File: src/rtl/sum_block_accumulator_if.sv
// Handshake bundle for sum_block_accumulator.
//   in_valid/in_data/in_ready : incoming operand sums (valid/ready, sink side is the block)
//   flush                     : close the current block early
//   out_valid/out_data/out_last/out_ovf/out_ready : byte-serial result stream, LSB first
// The master modport is the environment (sum stage + downstream reader),
// the slave modport is the accumulator block.
interface sum_block_accumulator_if #(
  parameter int DATA_W = 8
);
  logic              in_valid;
  logic [DATA_W-1:0] in_data;
  logic              in_ready;
  logic              flush;
  logic              out_valid;
  logic [7:0]        out_data;
  logic              out_last;
  logic              out_ovf;
  logic              out_ready;

  modport master (
    output in_valid, in_data, flush, out_ready,
    input  in_ready, out_valid, out_data, out_last, out_ovf
  );

  modport slave (
    input  in_valid, in_data, flush, out_ready,
    output in_ready, out_valid, out_data, out_last, out_ovf
  );
endinterface

File: src/rtl/sum_block_accumulator.sv
// Accumulates BLOCK_LEN unsigned sums (fewer on flush) into an ACC_W-bit total
// and streams the total out byte-serially, LSB first.
// Ports:
//   clk   : clock, rising edge
//   rst_n : synchronous active-low reset
//   bus   : sum_block_accumulator_if.slave (input sums, flush, output byte stream)
module sum_block_accumulator #(
  parameter int DATA_W    = 8,
  parameter int ACC_W     = 16,
  parameter int BLOCK_LEN = 4
) (
  input  logic                        clk,
  input  logic                        rst_n,
  sum_block_accumulator_if.slave      bus
);
  localparam int NBYTES = ACC_W / 8;
  localparam int CNT_W  = $clog2(BLOCK_LEN + 1);
  localparam int BI_W   = (NBYTES > 1) ? $clog2(NBYTES) : 1;

  typedef enum logic {ACCUM = 1'b0, SEND = 1'b1} state_t;

  state_t             state_q,    state_d;
  logic [ACC_W-1:0]   acc_q,      acc_d;
  logic [CNT_W-1:0]   cnt_q,      cnt_d;
  logic               ovf_q,      ovf_d;
  logic [BI_W-1:0]    byte_idx_q, byte_idx_d;
  logic [ACC_W-1:0]   shadow_q,   shadow_d;

  logic [ACC_W:0]     sum_w;
  logic [CNT_W-1:0]   cnt_inc;
  logic               accept;
  logic               close;
  logic               is_last;
  logic [7:0]         sel_byte;

  // One extra bit keeps the carry out of the accumulator for the sticky overflow flag.
  assign sum_w   = {1'b0, acc_q} + {{(ACC_W + 1 - DATA_W){1'b0}}, bus.in_data};
  assign cnt_inc = cnt_q + 1'b1;
  assign accept  = (state_q == ACCUM) && bus.in_valid;
  // A flush only closes a block that would be non-empty after this cycle.
  assign close   = (accept && ((cnt_inc == CNT_W'(BLOCK_LEN)) || bus.flush)) ||
                   ((state_q == ACCUM) && !bus.in_valid && bus.flush && (cnt_q != '0));
  assign is_last  = (byte_idx_q == BI_W'(NBYTES - 1));
  assign sel_byte = 8'(shadow_q >> {byte_idx_q, 3'b000});

  always_comb begin
    state_d    = state_q;
    acc_d      = acc_q;
    cnt_d      = cnt_q;
    ovf_d      = ovf_q;
    byte_idx_d = byte_idx_q;
    shadow_d   = shadow_q;
    case (state_q)
      ACCUM: begin
        if (accept) begin
          acc_d = sum_w[ACC_W-1:0];
          ovf_d = ovf_q | sum_w[ACC_W];
          cnt_d = cnt_inc;
        end
        // acc_d already includes a sample accepted this cycle.
        if (close) begin
          shadow_d   = acc_d;
          byte_idx_d = '0;
          state_d    = SEND;
        end
      end
      SEND: begin
        if (bus.out_ready) begin
          if (is_last) begin
            state_d = ACCUM;
            acc_d   = '0;
            cnt_d   = '0;
            ovf_d   = 1'b0;
          end else begin
            byte_idx_d = byte_idx_q + 1'b1;
          end
        end
      end
      default: state_d = ACCUM;
    endcase
  end

  always_ff @(posedge clk) begin
    if (!rst_n) begin
      state_q    <= ACCUM;
      acc_q      <= '0;
      cnt_q      <= '0;
      ovf_q      <= 1'b0;
      byte_idx_q <= '0;
      shadow_q   <= '0;
    end else begin
      state_q    <= state_d;
      acc_q      <= acc_d;
      cnt_q      <= cnt_d;
      ovf_q      <= ovf_d;
      byte_idx_q <= byte_idx_d;
      shadow_q   <= shadow_d;
    end
  end

  // Outputs are decoded purely from registered state.
  assign bus.in_ready  = (state_q == ACCUM);
  assign bus.out_valid = (state_q == SEND);
  assign bus.out_data  = (state_q == SEND) ? sel_byte : 8'h00;
  assign bus.out_last  = (state_q == SEND) && is_last;
  assign bus.out_ovf   = (state_q == SEND) && ovf_q;
endmodule

File: src/flat_wrapper.sv
// flat-port wrapper written by rule: the top's interface ports become plain ports
module sum_block_accumulator_flat 
#(
  parameter int DATA_W    = 8,
  parameter int ACC_W     = 16,
  parameter int BLOCK_LEN = 4
)
  (clk, rst_n, bus_in_valid, bus_in_data, bus_flush, bus_out_ready, bus_in_ready, bus_out_valid, bus_out_data, bus_out_last, bus_out_ovf);
  sum_block_accumulator_if #(.DATA_W(DATA_W)) bus_i ();
  input  logic clk;
  input  logic rst_n;
  input wire logic [$bits(bus_i.in_valid)-1:0] bus_in_valid;
  input wire logic [$bits(bus_i.in_data)-1:0] bus_in_data;
  input wire logic [$bits(bus_i.flush)-1:0] bus_flush;
  input wire logic [$bits(bus_i.out_ready)-1:0] bus_out_ready;
  output wire logic [$bits(bus_i.in_ready)-1:0] bus_in_ready;
  output wire logic [$bits(bus_i.out_valid)-1:0] bus_out_valid;
  output wire logic [$bits(bus_i.out_data)-1:0] bus_out_data;
  output wire logic [$bits(bus_i.out_last)-1:0] bus_out_last;
  output wire logic [$bits(bus_i.out_ovf)-1:0] bus_out_ovf;
  assign bus_i.in_valid = bus_in_valid;
  assign bus_i.in_data = bus_in_data;
  assign bus_i.flush = bus_flush;
  assign bus_i.out_ready = bus_out_ready;
  assign bus_in_ready = bus_i.in_ready;
  assign bus_out_valid = bus_i.out_valid;
  assign bus_out_data = bus_i.out_data;
  assign bus_out_last = bus_i.out_last;
  assign bus_out_ovf = bus_i.out_ovf;
  sum_block_accumulator #(.DATA_W(DATA_W), .ACC_W(ACC_W), .BLOCK_LEN(BLOCK_LEN)) u_core (.clk(clk), .rst_n(rst_n), .bus(bus_i));
endmodule
File: config.mk
export PLATFORM = sky130hd
export DESIGN_NAME = sum_block_accumulator_flat
export DESIGN_NICKNAME = d
export VERILOG_FILES = /design/src/rtl/sum_block_accumulator_if.sv /design/src/rtl/sum_block_accumulator.sv /design/src/flat_wrapper.sv
export SDC_FILE = /design/constraint.sdc
export NUM_CORES = 1
export LEC_CHECK = 0
export BUFFER_PORTS_ARGS = -buffer_cell sky130_fd_sc_hd__buf_2
export CAP_MARGIN = 5
export CORE_MARGIN = 2
export CORE_UTILIZATION = 59
export CTS_BUF_LIST = sky130_fd_sc_hd__clkbuf_8
export CTS_CLUSTER_SIZE = 20
export DETAILED_ROUTE_END_ITERATION = 16
export PLACE_DENSITY = 0.76
export SYNTH_ARGS = -nofsm -noshare
export SYNTH_HDL_FRONTEND = slang
export SYNTH_SLANG_ARGS = --single-unit
File: constraint.sdc
create_clock -name clk -period 2.5 [get_ports clk]
set_input_delay 0.5 -clock clk [delete_from_list [all_inputs] [get_ports clk]]
set_output_delay 0.5 -clock clk [all_outputs]
set_load 0.005 [all_outputs]
* Word-level counts from Yosys, hierarchy flattened
Index checks and enable logic that the tools add are counted. Widths: inputs -> output; s select.
Cells by class: equal/unequal tests 5, shifts and indexed selects 1, add/subtract/negate cells 3, bitwise gates (word level) 2, mux-type cells 21, reductions and logical operators 15
Operators by type and width (count):
- $mux 16 | 3
- $pmux 16 s2 | 1
- $add 16x8->17 | 1
- $shr 16x4->8 | 1
- $mux 1 | 9
- $mux 3 | 3
- $mux 8 | 1
- $logic_and 1x1->1 | 7
- $pmux 1 s2 | 3
- $pmux 3 s2 | 1
- $reduce_and 2->1 | 3
- $ne 2x1->1 const B | 2
- $ne 2x2->1 const B | 2
- $add 3x1->3 const B | 1
- $eq 3x3->1 const B | 1
- $reduce_and 3->1 | 1
- $reduce_bool 3->1 | 1
- $logic_or 1x1->1 | 2
- $add 1x1->1 const B | 1
- $logic_not 1->1 | 1
- $not 1->1 | 1
- $or 1x1->1 | 1
Storage, ports and cells: input port bits 13, output and inout bits 12, register bits after elaboration 38, word-level logic and storage cells 53

* Depth between registers and ports, before layout
depth in word-level cells 7, gate-level depth with buffers 8

* Worst setup path after synthesis
Ideal clock, no wire load.
path type input to register, start point input port bus_in_data[0], end point register u_core.shadow_q[12], library setup time 86 ps, data required time 2414 ps, data arrival time 2212 ps, path buffers 0, cell stages on the path 7, path slack 202 ps, path through ha_1 > fa_1 > a21o_1 > a221oi_4 > a211oi_2 > xnor2_1 > a211oi_1
On the way: cells in the longest elaborated chain, start to end 2
Ends and longest elaborated chain:
- start, declared | line flat_wrapper.sv:13 | input wire logic [$bits(bus_i.in_data)-1:0] bus_in_data;
- $add 16x8->17 | line sum_block_accumulator.sv:37 | assign sum_w = {1'b0, acc_q} + {{(ACC_W + 1 - DATA_W){1'b0}}, bus.in_data};
- $mux 16 | line sum_block_accumulator.sv:55 | if (accept) begin
- end signal, assigned | line sum_block_accumulator.sv:97 | shadow_q <= shadow_d;
- end, declared | line sum_block_accumulator.sv:27 | logic [ACC_W-1:0] shadow_q, shadow_d;
Every way passes these cells. A chain may end at the register's enable or synchronous reset.

* Worst setup path in the final report
start point register u_core.acc_q[0], end point register u_core.shadow_q[12]
On the way: cells in the longest elaborated chain, start to end 2
Ends and longest elaborated chain:
- start, declared | line sum_block_accumulator.sv:23 | logic [ACC_W-1:0] acc_q, acc_d;
- start signal, assigned | line sum_block_accumulator.sv:86 | acc_q <= '0;
- start signal, assigned | line sum_block_accumulator.sv:93 | acc_q <= acc_d;
- $add 16x8->17 | line sum_block_accumulator.sv:37
- $mux 16 | line sum_block_accumulator.sv:55
Every way passes these cells.

==> flow_metrics.py <==
metrics = {
    "clock_network": {
        "cts-root-buf": "clkbuf_8",
        "h-tree-depth": 2,
        "post_cts_buffers": 0,
        "cts_hold_buf": 0,
        "cts_tree": "built",
        "clk_path_buf_depth": 2,
        "clk_latency_ps": 300,
        "post_cts_resized": 0,
        "numCtsBuffers": 5,
        "cts.clk_slew.worst_paths_ps": 80,
        "numClockSinks": 38,
    },
    "setup_path": {
        "startpoint": "u_core.acc_q[0]",
        "crit_end": "u_core.shadow_q[12]",
        "reg2regPathDepth": 8,
        "crit_fanout": 7,
        "endpoint_kind": "register",
        "crit_path_start_kind": "register",
        "r2r_start": "u_core.acc_q[0]",
        "crit_required_ps": 2720,
        "path_class": "reg -> reg",
        "worst-endpoint-arrival_ps": 2360,
        "rrSetupSlack_ps": 360,
        "worst_r2r_endpoint": "u_core.shadow_q[12]",
    },
    "logic_synthesis": {
        "ys_async_sr_fraction": 0,
        "synth_commonest_cells": "38 x dfxtp_1, 32 x nor2_1, 22 x a21oi_1, 22 x nand2_1, 16 x o21ai_0",
        "ys_types": 51,
        "ys_ff_latch": 38,
        "syn-mean-instance-area_sq_um": 8.42,
        "synthTopCellsByArea": "dfxtp_1 34%, ha_1 6.1%, mux2i_1 5.3%",
        "synth_edf_count": 0,
        "synth_top_area_cell": "dfxtp_1",
        "synth_most_common_cell": "dfxtp_1",
        "seq_area_frac_synth": 0.336,
        "synthCells": 269,
        "syn_area_sq_um": 2260,
        "syn-num-nets": 294,
        "synth_top_area_share": 0.336,
        "ys_warn_count": 0,
        "ys.flop_type": "dfxtp_1",
    },
    "grt": {
        "grt_usage": 0.291,
        "antenna_found_initial": 0,
        "grt_overflow_total": 0,
        "grt_start_max_net_pins": 20,
        "grt_pass1_wl_um": 9520,
        "grt_pass1_vias": 2065,
    },
    "sta": {
        "setup_viol": 0,
        "fmax_mhz": 467,
        "period_minus_slack_ps": 2140,
        "fin_skew_ps": 9.94,
        "final_hold_viol_count": 0,
        "maxSlewHeadroom": 0.598,
        "grt_setup_unrepaired": "false",
        "slew_violations": 0,
        "whs_ps": 467,
        "period_share": 0.856,
        "tightestPinTransition_ps": 602,
        "finalSetupTns_ps": 0,
    },
    "drt": {
        "vias": 2115,
        "viasPerCell": 6.01,
        "drt-initial-drc-count": 155,
        "antenna_left": 0,
        "wl_per_cell_um": 15.8,
        "drc": 0,
        "drt-total-wl_um": 5540,
        "dr.pass1.iters": 4,
    },
    "flow_run": {
        "drv_cap": 0,
    },
    "placement": {
        "dp_cells": 344,
        "portBuffers": 24,
        "routabilityCongestion": 0.827,
        "placed_area_sq_um": 2510,
        "dpl.hpwl_um": 4170,
    },
    "floorplan": {
        "io_pins": 25,
        "fp-row-count": 22,
        "core-area_sq_um": 3690,
        "dieWidth_um": 66.0,
        "die_h_um": 66.0,
        "start_util": 0.614,
        "die_area_sq_um": 4350,
    },
    "hold_path": {
        "holdCritPathClass": "reg -> reg",
    },
    "power_and_ir_drop": {
        "finalPower_mw": 1.55,
        "power_density_nw_per_um2": 598,
        "ir_worst_vdd_v": 0.000445,
        "leakage_nw": 1.04,
    },
    "final_layout": {
        "area_growth_pct": 14.9,
        "stdcell_area_sq_um": 2600,
        "diodes": 0,
        "layout-drive-gt1-share": 0.184,
        "nNetsFinal": 328,
        "fill_cells": 313,
        "instances_no_fill": 352,
    },
    "outcome": {
        "status": "finished, final reports clean",
    },
}
==> worst max-delay path, cell delays in order, from the launching register on <==
cell and delay, ps:
dfxtp_1 340, ha_1 230, fa_1 420, a21o_1 220
a221oi_4 270, buf_12 170, a211oi_2 80, xnor2_1 130
a211oi_1 210
==> kinds of logic after synthesis <==
logic type / Yosys count / share of synthesized area
xor gates and xnor gates: 13 / 0.0503
muxes: 12 / 0.0530
AOI/OAI and AO/OA: 85 / 0.265
buffers and inverters: 23 / 0.0481
and+or+nand+nor: 86 / 0.178
adders and majority gates: 12 / 0.0696
DFF: 38 / 0.336
==> per-layer routing <==
layer / global-route usage / vias to the layer above / share of wire
met5: 0 / - / 0
met4: 0.120 / 0 / 0.022
met3: 0.0528 / 11 / 0.057
met2: 0.482 / 63 / 0.47
met1: 0.373 / 991 / 0.45
li1: - / 1050 / -
==> cells in the final DEF, fill, tap and decap left out, types with 2 or more instances in the layout <==
cell      Yosys  final
dfxtp_1      38     38
nor2_1       32     32
buf_2         4     24
a21oi_1      22     22
nand2_1      22     22
o21ai_0      16     16
buf_4         0     16
mux2i_1      12     12
ha_1         11     11
inv_1         9     10
xnor2_1      10     10
a211oi_1      7      7
nand3_1       7      7
a21o_1        6      6
clkbuf_8      0      6
a32oi_1       5      5
nor3_1        4      4
and2_1        3      3
nand4_1       3      3
or3_1         3      3
a31oi_1       3      3
xor2_1        3      3
o31ai_1       3      3
a22o_1        3      3
o211ai_1      2      2
o22ai_1       2      2
nor2b_1       2      2
nand2b_1      2      2
a22oi_1       2      2
a311oi_1      2      2
o21ai_1       2      2
a211oi_2      2      2
==> report_power, final <==
part           internal [mW]  switching (mW)  leakage [nW]
sequential             0.652          0.0447         0.310
clock                  0.218           0.215        0.0524
combinational          0.186           0.239         0.677
total                   1.06           0.499          1.04
==> through the flow <==
step | setup slack (ps) | utilization
2_1_floorplan | 202 | -
3_3_place_gp | 125 | 0.680
3_5_place_dp | 95.2 | 0.680
4_1_cts | 356 | 0.705
5_1_grt | 208 | 0.705
6_report | 359 | 0.705
==> final cells by class <==
cell class                      count  area [sq um]  area share
Clock buffer                        6          82.6      0.0317
Clock inverter                      2          8.76     0.00337
Inverter                            9          33.8      0.0130
Multi-Input combinational cell    208          1400       0.536
Sequential cell                    38           761       0.292
Tap cell                           48          60.1      0.0231
Timing Repair Buffer               41           260       0.100
==> flip-flops by register name, summed over array words and instances (netlist names) <==
signal / flops
u_core.acc_q: 16
u_core.byte_idx_q: 1
u_core.shadow_q: 16
u_core.cnt_q: 3
u_core.ovf_q: 1
u_core.bus.out_valid: 1
==> worst min path at each step <==
stage                         from             endpoint  slack, ps  cells after the start
2_1_floorplan  u_core.shadow_q[14]  u_core.shadow_q[14]        420                      2
3_3_place_gp    u_core.shadow_q[8]   u_core.shadow_q[8]        440                      2
3_5_place_dp    u_core.shadow_q[8]   u_core.shadow_q[8]        450                      2
4_1_cts         u_core.shadow_q[8]   u_core.shadow_q[8]        470                      2
5_1_grt        u_core.shadow_q[14]  u_core.shadow_q[14]        500                      2
6_report        u_core.shadow_q[8]   u_core.shadow_q[8]        470                      2
Note: power is estimated with default switching activity, not from simulation.
